File: src/rtl/wallace_pipe_mult.sv
// Pipelined signed/unsigned WIDTH x WIDTH multiplier. The operands are registered, then the
// partial products pass through a carry-save Wallace tree and a prefix (CLA) adder, spread over STAGES.
module wallace_pipe_mult #(
  parameter int WIDTH  = 8,
  parameter int STAGES = 3
) (
  input  logic                 clk,
  input  logic                 rst_n,
  input  logic                 in_valid,
  output logic                 in_ready,
  input  logic [WIDTH-1:0]     in_a,
  input  logic [WIDTH-1:0]     in_b,
  input  logic                 in_signed,
  output logic                 out_valid,
  input  logic                 out_ready,
  output logic [2*WIDTH-1:0]   out_p,
  output logic [2:0]           inflight
);
  localparam int PW   = 2*WIDTH;
  localparam int MAXR = WIDTH + 1;
  typedef logic [MAXR-1:0][PW-1:0] rows_t;

  function automatic int next_rows(input int n);
    return (n > 2) ? 2*(n/3) + n%3 : n;
  endfunction

  function automatic int num_layers(input int n0);
    int n, l;
    n = n0; l = 0;
    for (int i = 0; i < 64; i++)
      if (n > 2) begin n = next_rows(n); l++; end
    return l;
  endfunction

  localparam int NL = num_layers(MAXR);

  function automatic int cut(input int j);
    return j*NL/STAGES;
  endfunction

  // The top row of a signed multiplier is negated: ~row here, with the +1 carried in row WIDTH.
  function automatic rows_t pp_gen(input logic [WIDTH-1:0] a, input logic [WIDTH-1:0] b,
                                   input logic sg);
    rows_t r;
    logic [PW-1:0] ax;
    r  = '0;
    ax = {{WIDTH{sg & a[WIDTH-1]}}, a};
    for (int i = 0; i < WIDTH; i++)
      if (b[i]) r[i] = ax << i;
    if (sg & b[WIDTH-1]) begin
      r[WIDTH-1] = ~(ax << (WIDTH-1));
      r[WIDTH]   = PW'(1);
    end
    return r;
  endfunction

  function automatic rows_t csa_layer(input rows_t r, input int n);
    rows_t o;
    o = '0;
    for (int g = 0; g < MAXR/3; g++)
      if (g < n/3) begin
        o[2*g]   = r[3*g] ^ r[3*g+1] ^ r[3*g+2];
        o[2*g+1] = ((r[3*g] & r[3*g+1]) | (r[3*g] & r[3*g+2]) | (r[3*g+1] & r[3*g+2])) << 1;
      end
    for (int k = 0; k < 2; k++)
      if (k < n%3) o[2*(n/3)+k] = r[3*(n/3)+k];
    return o;
  endfunction

  function automatic rows_t reduce(input rows_t r, input int lo, input int hi);
    rows_t x;
    int n;
    x = r; n = MAXR;
    for (int l = 0; l < NL; l++) begin
      if (l >= lo && l < hi) x = csa_layer(x, n);
      n = next_rows(n);
    end
    return x;
  endfunction

  // Kogge-Stone prefix carries over the last two carry-save rows.
  function automatic logic [PW-1:0] cla_rows(input rows_t r);
    logic [PW-1:0] g, p, gg, pg;
    g = r[0] & r[1]; p = r[0] ^ r[1];
    gg = g; pg = p;
    for (int d = 1; d < PW; d = d*2)
      for (int i = PW-1; i >= d; i--) begin
        gg[i] = gg[i] | (pg[i] & gg[i-d]);
        pg[i] = pg[i] & pg[i-d];
      end
    return p ^ {gg[PW-2:0], 1'b0};
  endfunction

  logic              adv, acc, ret;
  logic [STAGES:1]   vld_pipe;
  logic [WIDTH-1:0]  a_q, b_q;
  logic              s_q;
  rows_t             seg_in  [STAGES];
  rows_t             seg_out [STAGES];

  assign out_valid = vld_pipe[STAGES];
  assign adv       = !out_valid || out_ready;
  assign in_ready  = adv && rst_n;
  assign acc       = in_valid && in_ready;
  assign ret       = out_valid && out_ready;

  always_ff @(posedge clk or negedge rst_n) begin
    if (!rst_n) begin
      vld_pipe <= '0;
    end else if (adv) begin
      vld_pipe[1] <= in_valid;
      for (int k = 2; k <= STAGES; k++) vld_pipe[k] <= vld_pipe[k-1];
    end
  end

  // Data registers only load on a valid entry, so out_p keeps its last value across bubbles.
  always_ff @(posedge clk or negedge rst_n) begin
    if (!rst_n) begin
      a_q <= '0; b_q <= '0; s_q <= 1'b0;
    end else if (acc) begin
      a_q <= in_a; b_q <= in_b; s_q <= in_signed;
    end
  end

  assign seg_in[0] = pp_gen(a_q, b_q, s_q);

  for (genvar j = 0; j < STAGES; j++) begin : g_seg
    assign seg_out[j] = reduce(seg_in[j], cut(j), cut(j+1));
  end

  for (genvar j = 1; j < STAGES; j++) begin : g_stg
    rows_t rows_q;
    always_ff @(posedge clk or negedge rst_n) begin
      if (!rst_n)                   rows_q <= '0;
      else if (adv && vld_pipe[j])  rows_q <= seg_out[j-1];
    end
    assign seg_in[j] = rows_q;
  end

  assign out_p = cla_rows(seg_out[STAGES-1]);

  always_ff @(posedge clk or negedge rst_n) begin
    if (!rst_n) inflight <= '0;
    else begin
      case ({acc, ret})
        2'b10:   inflight <= inflight + 3'd1;
        2'b01:   inflight <= inflight - 3'd1;
        default: inflight <= inflight;
      endcase
    end
  end
endmodule

File: config.mk
export PLATFORM = sky130hd
export DESIGN_NAME = wallace_pipe_mult
export DESIGN_NICKNAME = d
export VERILOG_FILES = /design/src/rtl/wallace_pipe_mult.sv
export SDC_FILE = /design/constraint.sdc
export NUM_CORES = 1
export LEC_CHECK = 0
export CAP_MARGIN = 40
export CORE_MARGIN = 2
export CORE_UTILIZATION = 67
export CTS_BUF_LIST = sky130_fd_sc_hd__clkbuf_8
export DETAILED_ROUTE_END_ITERATION = 7
export GPL_TIMING_DRIVEN = 0
export PLACE_DENSITY = 0.88
export SETUP_SLACK_MARGIN = 0.5
export SLEW_MARGIN = 25
export SYNTH_ARGS = -nofsm -noshare
export SYNTH_HDL_FRONTEND = slang
export SYNTH_SLANG_ARGS = --single-unit
File: constraint.sdc
create_clock -name clk -period 5.8 [get_ports clk]
set_clock_uncertainty 0.15 [all_clocks]
set_input_delay 1.16 -clock clk [delete_from_list [all_inputs] [get_ports clk]]
set_output_delay 1.16 -clock clk [all_outputs]
set_load 0.1 [all_outputs]
# --- Word-level counts from Yosys, hierarchy flattened ---
# Index checks and enable logic that the tools add are counted.
classes:
  muxes: 10
  n_eq_ne: 2
  addsub: 2
  bitwise: 176
  reduce_logical: 8
ops:
  columns: ["operator", "count"]
  rows:
  - ["15-bit bitwise AND", 20]
  - ["16-bit XOR", 15]
  - ["15-bit bitwise OR", 14]
  - ["16-bit two-way mux", 8]
  - ["1-bit bitwise AND", 78]
  - ["1-bit bitwise OR", 45]
  - ["15-bit by 1-bit bitwise AND with 15-bit output", 2]
  - ["17-bit two-way mux", 1]
  - ["16-bit inverter", 1]
  - ["16-bit by 1-bit XOR with 16-bit output", 1]
  - ["3-bit one-hot mux with 2 select lines", 1]
  - ["1-bit logical AND", 5]
  - ["3-bit by 1-bit adder with 3-bit output, second input constant", 1]
  - ["3-bit by 1-bit subtractor with 3-bit output, second input constant", 1]
  - ["2-bit by 1-bit equality test with 1-bit output, second input constant", 1]
  - ["2-bit equality test, second input constant", 1]
  - ["2-bit nonzero test", 1]
  - ["1-bit logical NOT", 1]
  - ["1-bit logical OR", 1]
totals:
  input_bits: 21
  output_inout_bits: 21
  ff_bits: 178

# --- Logic depth before layout (Yosys ltp) ---
# Gate-level depths: netlist of run 1.
depth:
  word_depth: 15
  depth_mapped: 12

# --- Least setup slack after synthesis of run 1 ---
# Ideal clock, no wire load.
synth_path:
  path_type: "reg2out"
  start: "register g_stg[2].rows_q[6] (netlist name)"
  end: "output port out_p[12]"
  arrival_time_ns: 4.318
  required_time_ns: 4.490
  path_stages_with_launch: 11
  path_slack_ns: 0.172
  path_cell_list: "dfrtp_1 > fa_1 > inv_1 > fa_1 > inv_1 > ha_1 > and4_4 > o21ai_2 > a21oi_1 > a31o_1 > a2111oi_2"
synth_via:
  elab_chain_cells: 14
  elab_cells_between_ends: 33
synth_lines:
  columns: ["element", "line", "source"]
  rows:
  - ["start: declaration", "132", "rows_t rows_q;"]
  - ["start signal: assignment", "135", "else if (adv && vld_pipe[j]) rows_q <= seg_out[j-1];"]
  - ["15-bit bitwise AND", "63", "o[2*g+1] = ((r[3*g] & r[3*g+1]) | (r[3*g] & r[3*g+2]) | (r[3*g+1] & r[3*g+2])) << 1;"]
  - ["15-bit bitwise OR (2 in series)", "63", null]
  - ["15-bit bitwise AND", "63", null]
  - ["15-bit bitwise OR (2 in series)", "63", null]
  - ["15-bit bitwise AND", "84", "g = r[0] & r[1]; p = r[0] ^ r[1];"]
  - ["1-bit bitwise AND", "88", "gg[i] = gg[i] | (pg[i] & gg[i-d]);"]
  - ["1-bit bitwise OR", "88", null]
  - ["1-bit bitwise AND", "88", null]
  - ["1-bit bitwise OR (2 in series)", "88", null]
  - ["1-bit bitwise OR (*)", "88", null]
  - ["16-bit XOR (*)", "91", "return p ^ {gg[PW-2:0], 1'b0};"]
  - ["end: declaration", "16", "output logic [2*WIDTH-1:0] out_p,"]
# Every way passes the cells marked *; elsewhere a longest branch is shown, timed or not.

# --- Final worst setup path of run 1 ---
layout_path:
  start: "register g_stg[2].rows_q[6] (netlist name)"
  end: "output port out_p[10]"
layout_via:
  elab_chain_cells: 13
  elab_cells_between_ends: 30
layout_lines:
  columns: ["element", "line"]
  rows:
  - ["15-bit bitwise AND / 16-bit XOR (equally long branches)", "63, 62"]
  - ["15-bit bitwise OR / 16-bit XOR (equally long branches)", "63, 62"]
  - ["15-bit bitwise OR / 15-bit bitwise AND (equally long branches)", "63"]
  - ["15-bit bitwise AND, or another cell as far along", "63"]
  - ["15-bit bitwise OR / 16-bit XOR (equally long branches)", "63, 62"]
  - ["15-bit bitwise OR / 16-bit XOR (equally long branches)", "63, 84"]
  - ["15-bit bitwise AND, or another cell as far along", "84"]
  - ["1-bit bitwise AND, or another cell as far along", "88"]
  - ["1-bit bitwise OR, or another cell as far along (2 in series)", "88"]
  - ["1-bit bitwise OR / 1-bit bitwise AND (equally long branches)", "88"]
  - ["1-bit bitwise OR (*)", "88"]
  - ["16-bit XOR (*)", "91"]
# Marks and branches as above.

==> impl_metrics.toml, run 1 <==
[run_status]
status = "finished, final reports clean"

[final_layout]
layout-drive-gt1-share_pct = 31.33
nFillCells = 595
final_area_sq_mm = 0.009095
multi_input_area_sq_mm = 0.004161
syn_to_final_growth_pct = 18.97
ff_latch_area_sq_mm = 0.003329
fin_nets = 769
utilization_pct = 80.69

[route]
drtIter0Drc = 309
vias_per_cell = 5.824
vias = 4706
drc = 0
drtPass1Iterations = 4
ant_nets = 0
wirelength_mm = 16.22
routedWlPerCell_microns = 20.08

[clocking]
ctsHoldBuffers = 0
cts_root_buf = "clkbuf_8"
h-tree-depth = 4
worst_skew_pair.late_latency_ps = 440
cts_max_path_buffers = 2
clkSlewWorstSetupHoldPaths_ps = 70
cts_tree = "done"
cts.sinks = 133
cts_buffers = 17

[grt]
grt_max_degree = 89
met2_usage_pct = 48.38
gr-max-usage-layer = "met2"
grt_pass1_vias = 5351
antenna_found_initial = 1
met1_usage_pct = 35.39
globalRoute.totalOverflow = 0
grt_pass1_wl_mm = 26.65
grt_util_met3_pct = 6.944
gr-usage-all-layers_pct = 28.28

[synthesis]
synth_area_sq_mm = 0.007645
netlist-cell-type-count = 40
synth_fp_nets = 685
yosys_warnings = 0
synth-main-ff-cell = "dfrtp_1"
synthArstFlopShare_pct = 100.0
ys_ff_latch = 133
syn_area_per_cell_sq_um = 13.41
synth_edf_count = 0
netlist_instances = 570
synth_seq_area_share_pct = 43.54

[critical_path]
cp.required_ps = 4490
path_class = "reg2out"
crit_start = "g_stg[2].rows_q[6]"
cp_slowest_stage_delay_ps = 540
cp.arrival_ps = 3860
crit_path_end_kind = "output pin"
critPathSlowestCell = "clkdlybuf4s50_1"
start_kind = "flop"
reg2reg_from = "vld_pipe[3]"
critPathMaxFanout = 5
path_delay_family = "adder cells"
crit_path_cell_trace = "fa_1 > inv_1 > fa_1 > inv_1 > ha_4 > nand3_1 > nand2_1 > o21ai_2 > a21boi_1 > nor2_1 > xnor2_1 > clkdlybuf4s50_1 > buf_8"
path_buf_inv = 4

[sta]
period_needed_ps = 5175
rsz0062_at_grt = "false"
drv_slew = 0
worstMarginPinSlew_ps = 541.7
hold_viol = 0
timing.final.crit_share_pct = 89.22
fmax_mhz = 193.3
layout_setup_ws_ps = 625.4
report.final.setup_viol = 0
slew_headroom_pct = 63.41
fin_hold_ws_ps = 344.3

[worst_hold_path]
hold_class = "reg2reg"
holdCritStartpoint = "g_stg[1].rows_q[0]"

[placed_design]
port_buffers = 41
dp_hpwl_mm = 11.63
place_area_sq_mm = 0.008602
post-place-ws_ps = 787.4
globalplace.congestion = 0.8396

[job]
max_cap_violations = 0

[floorplan]
die_h_microns = 110.8
rows = 39
coreArea_sq_mm = 0.01127
boundaryPins = 42
start_util_pct = 67.82
die-area_sq_mm = 0.01228
die_w_microns = 110.8
-- tightest hold or removal path, stage by stage, from the launching register on --
cell	delay, ps
dfrtp_1	350
nand2_1	50
o21ai_0	60
-- through the flow --
stage                     std cells  TNS [ps]
final                           808         0
after global routing            807         0
after CTS                       805         0
after detailed placement        776         0
after global placement          754   -257910
after floorplan                 570         0
-- Yosys cell counts (2+ instances only) --
| master | instances | area share [%] |
|---|---|---|
| xnor2_1 | 13 | 1.5 |
| and2_1 | 64 | 5.2 |
| fa_1 | 61 | 16 |
| nand3_1 | 2 | 0.13 |
| nor2_1 | 6 | 0.29 |
| clkbuf_1 | 4 | 0.20 |
| a21o_1 | 2 | 0.20 |
| nand2_1 | 15 | 0.74 |
| o21ai_0 | 9 | 0.59 |
| nand4_1 | 3 | 0.25 |
| a21oi_1 | 11 | 0.72 |
| ha_1 | 33 | 5.4 |
| and3_1 | 7 | 0.57 |
| nand2b_1 | 2 | 0.16 |
| inv_1 | 30 | 1.5 |
| o21bai_1 | 2 | 0.20 |
| mux2_2 | 123 | 18 |
| buf_4 | 4 | 0.39 |
| buf_2 | 14 | 0.92 |
| dfrtp_1 | 133 | 44 |
| xor2_1 | 13 | 1.5 |
-- state kept, by name (all words and copies together), names as in the netlist --
register	count
s_q	1
inflight	3
b_q	8
a_q	8
g_stg.rows_q	110
vld_pipe	3
-- cells in the final DEF (no fill, tap or decap), drive strengths merged, types with 2 or more instances in the layout --
master,n
a21o,2
clkdlybuf4s50,35
dfrtp,133
mux2,123
nand2,16
fa,61
nand3,2
nand4,3
o21ai,10
o21bai,2
clkbuf,26
xor2,13
bufinv,2
buf,44
ha,33
clkinv,2
and2,64
a21oi,12
and3,7
nor2,6
xnor2,13
inv,33
nand2b,2
dlymetal6s2s,4
-- cell families (layout without fill, tap and decap cells) --
kind of cell / after synthesis / after routing / share of synthesized area (%)
AND/OR/NAND/NOR: 104 / 104 / 7.856
flip-flops: 133 / 133 / 43.54
AO/OA/AOI/OAI: 35 / 35 / 2.930
multiplexers: 124 / 124 / 18.25
adder cells (fa/ha/maj): 94 / 94 / 21.37
buffers and inverters: 53 / 147 / 3.028
other: 1 / 2 / 0.04905
XOR/XNOR: 26 / 26 / 2.979
-- routing by layer --
layer / up-vias / share of wire, % / wire [microns]
met5: - / 0 / 0
met4: 0 / 2.6 / 423
met2: 136 / 52 / 8367
li1: 2068 / - / -
met3: 42 / 4.6 / 751
met1: 2460 / 41 / 6681
-- repair_timing --
| action | in CTS | in global routing |
|---|---|---|
| setup buffers | 0 | 2 |
| pin swaps | 2 | 4 |
| resized for setup | 11 | 12 |
| setup endpoints to repair | 5 | 5 |
-- final cells by class --
| class | count | share of cell area, % |
|---|---|---|
| plain buffers | 23 | 1.307 |
| diodes | 1 | 0.02751 |
| multi-input cells | 384 | 45.76 |
| clock buffers | 22 | 3.329 |
| inverters | 30 | 1.238 |
| well taps | 143 | 1.967 |
| repair buffers | 65 | 8.873 |
| flip-flops and latches | 133 | 36.61 |
| clock inverters | 7 | 0.8942 |
-- worst paths after layout --
check,end,slack [ps],cells past startpoint
worst max-delay path,out_p[10],630,13
worst min-delay path,g_stg[1].rows_q[0],340,2
worst max register to register,inflight[2],3180,10
worst min register to register,g_stg[1].rows_q[0],340,2
max in group asynchronous,g_stg[1].rows_q[92],4310,2
min in group asynchronous,g_stg[2].rows_q[19],460,1
Power of run 1 is not shown: default switching activity piles up to over one toggle a cycle in this logic, so the estimate is an artifact.
==> inputs of run 2 (changes only) <==
- CTS_CLUSTER_DIAMETER: not set -> 80
==> results of run 2 <==
Final layout, timing and power as in run 1 (identical DEF).
Power of run 2 is left out for the same reason.
==> inputs of run 3 (changes only) <==
- REMOVE_ABC_BUFFERS: not set -> 1
==> run 3 against run 2 <==
First-iteration DRC count shrank 3.6%; design area up 0.21%; clock-buffer cell count is 1 lower; worst setup slack better by 16 ps; non-clock buffer count decreased by 16; critical path depth increased by 2; sequential cell count stayed put; cell count is 1.7% lower; sequential share of layout area decreased by 0.075 points; worst hold slack got worse by 21 ps; fmax increased by 0.32%; global-route usage down 1.2 points; critical path type unchanged.
==> impl_metrics.toml, run 3 (synthesized netlist as in run 1, its figures left out) <==
[clocking]
clkSlewWorstSetupHoldPaths_ps = 80
ctsHoldBuffers = 0
cts_max_path_buffers = 2
worst_skew_pair.late_latency_ps = 450
cts_root_buf = "clkbuf_8"
cts_tree = "done"
cts_buffers = 17
cts.sinks = 133
h-tree-depth = 4

[job]
max_cap_violations = 0

[sta]
hold_viol = 0
rsz0062_at_grt = "false"
timing.final.crit_share_pct = 88.94
fin_hold_ws_ps = 323.5
slew_headroom_pct = 54.43
worstMarginPinSlew_ps = 683.6
layout_setup_ws_ps = 641.8
period_needed_ps = 5158
drv_slew = 0
fmax_mhz = 193.9
report.final.setup_viol = 0

[placed_design]
dp_hpwl_mm = 10.35
globalplace.congestion = 0.7716
post-place-ws_ps = 647.4
port_buffers = 41

[final_layout]
largest_register_ffs = 110
final_common_cell = "dfrtp_1"
layout-drive-gt1-share_pct = 31.34
fin_nets = 753
diodes = 0
reg.largest.list = "g_stg.rows_q (110), a_q (8), b_q (8)"
syn_to_final_growth_pct = 19.21
largest_register = "g_stg.rows_q"
layout_common_cells = "dfrtp_1, mux2_2, and2_1"

[route]
ant_nets = 0
drtPass1Iterations = 4
wirelength_mm = 15.42
vias_per_cell = 5.749
drc = 0
drtIter0Drc = 298
vias = 4565
routedWlPerCell_microns = 19.41

[grt]
globalRoute.totalOverflow = 0
grt_pass1_vias = 5043
grt_max_degree = 83
antenna_found_initial = 1
gr-usage-all-layers_pct = 27.07
grt_pass1_wl_mm = 25.74

[critical_path]
start_kind = "flop"
cp.required_ps = 4490
critPathMaxFanout = 5
cp.arrival_ps = 3850
crit_path_end_kind = "output pin"
path_class = "reg2out"

[floorplan]
start_util_pct = 67.82
coreArea_sq_mm = 0.01127
die-area_sq_mm = 0.01228
rows = 39
boundaryPins = 42
die_w_microns = 110.8
die_h_microns = 110.8

[run_status]
status = "finished, final reports clean"

[worst_hold_path]
hold_class = "reg2reg"
[run 3: stage by stage]
stage	util, %	cells	area (sq um)	TNS, ps
after floorplan	-	547	7526	0
after global placement	71.99	731	8115	-239870
after detailed placement	75.39	754	8498	0
after CTS	80.16	790	9036	0
after global routing	80.85	794	9114	0
final	80.85	794	9114	0
[run 3: final timing paths]
check,startpoint,endpoint,slack (ps),cells past startpoint
max in group asynchronous,rst_n,g_stg[2].rows_q[42],4320,2
hold reg to reg,inflight[2],inflight[2],320,1
setup / recovery,g_stg[2].rows_q[50],out_p[13],640,15
setup reg to reg,vld_pipe[3],inflight[2],3190,9
hold / removal,inflight[2],inflight[2],320,1
min in group asynchronous,rst_n,g_stg[1].rows_q[2],460,1
[run 3: critical path, stage by stage (launching register included)]
cell and delay (ps):
dfrtp_2 440, fa_1 450, ha_1 300, ha_1 220, fa_2 400, a21oi_4 220, o211ai_1 120, buf_4 150
buf_4 130, buf_4 130, a21oi_4 150, o21bai_1 70, a21oi_1 170, xnor2_1 140, clkbuf_2 150, buf_12 170
[run 3: timing repair]
item                       CTS  global route
pin swaps                    4             5
buffers inserted             4             4
gates resized for setup     13            17
setup endpoints to repair    6             7
[run 3: layout make-up]
class                   instances  area [sq um]
fillers                       597          2158
repair buffers                 72         857.1
multi-input cells             384          4151
flip-flops and latches        133          3329
well taps                     143         178.9
inverters                      30         112.6
clock buffers                  21         289.0
clock inverters                11         195.2
[run 3: routing by layer]
layer / track usage (%) / share of wire [%]
met1: 35.86 / 41
met4: 9.917 / 2.4
met3: 6.670 / 5.2
met2: 44.17 / 52
met5: 0 / 0
Power of run 3 is left out for the same reason.
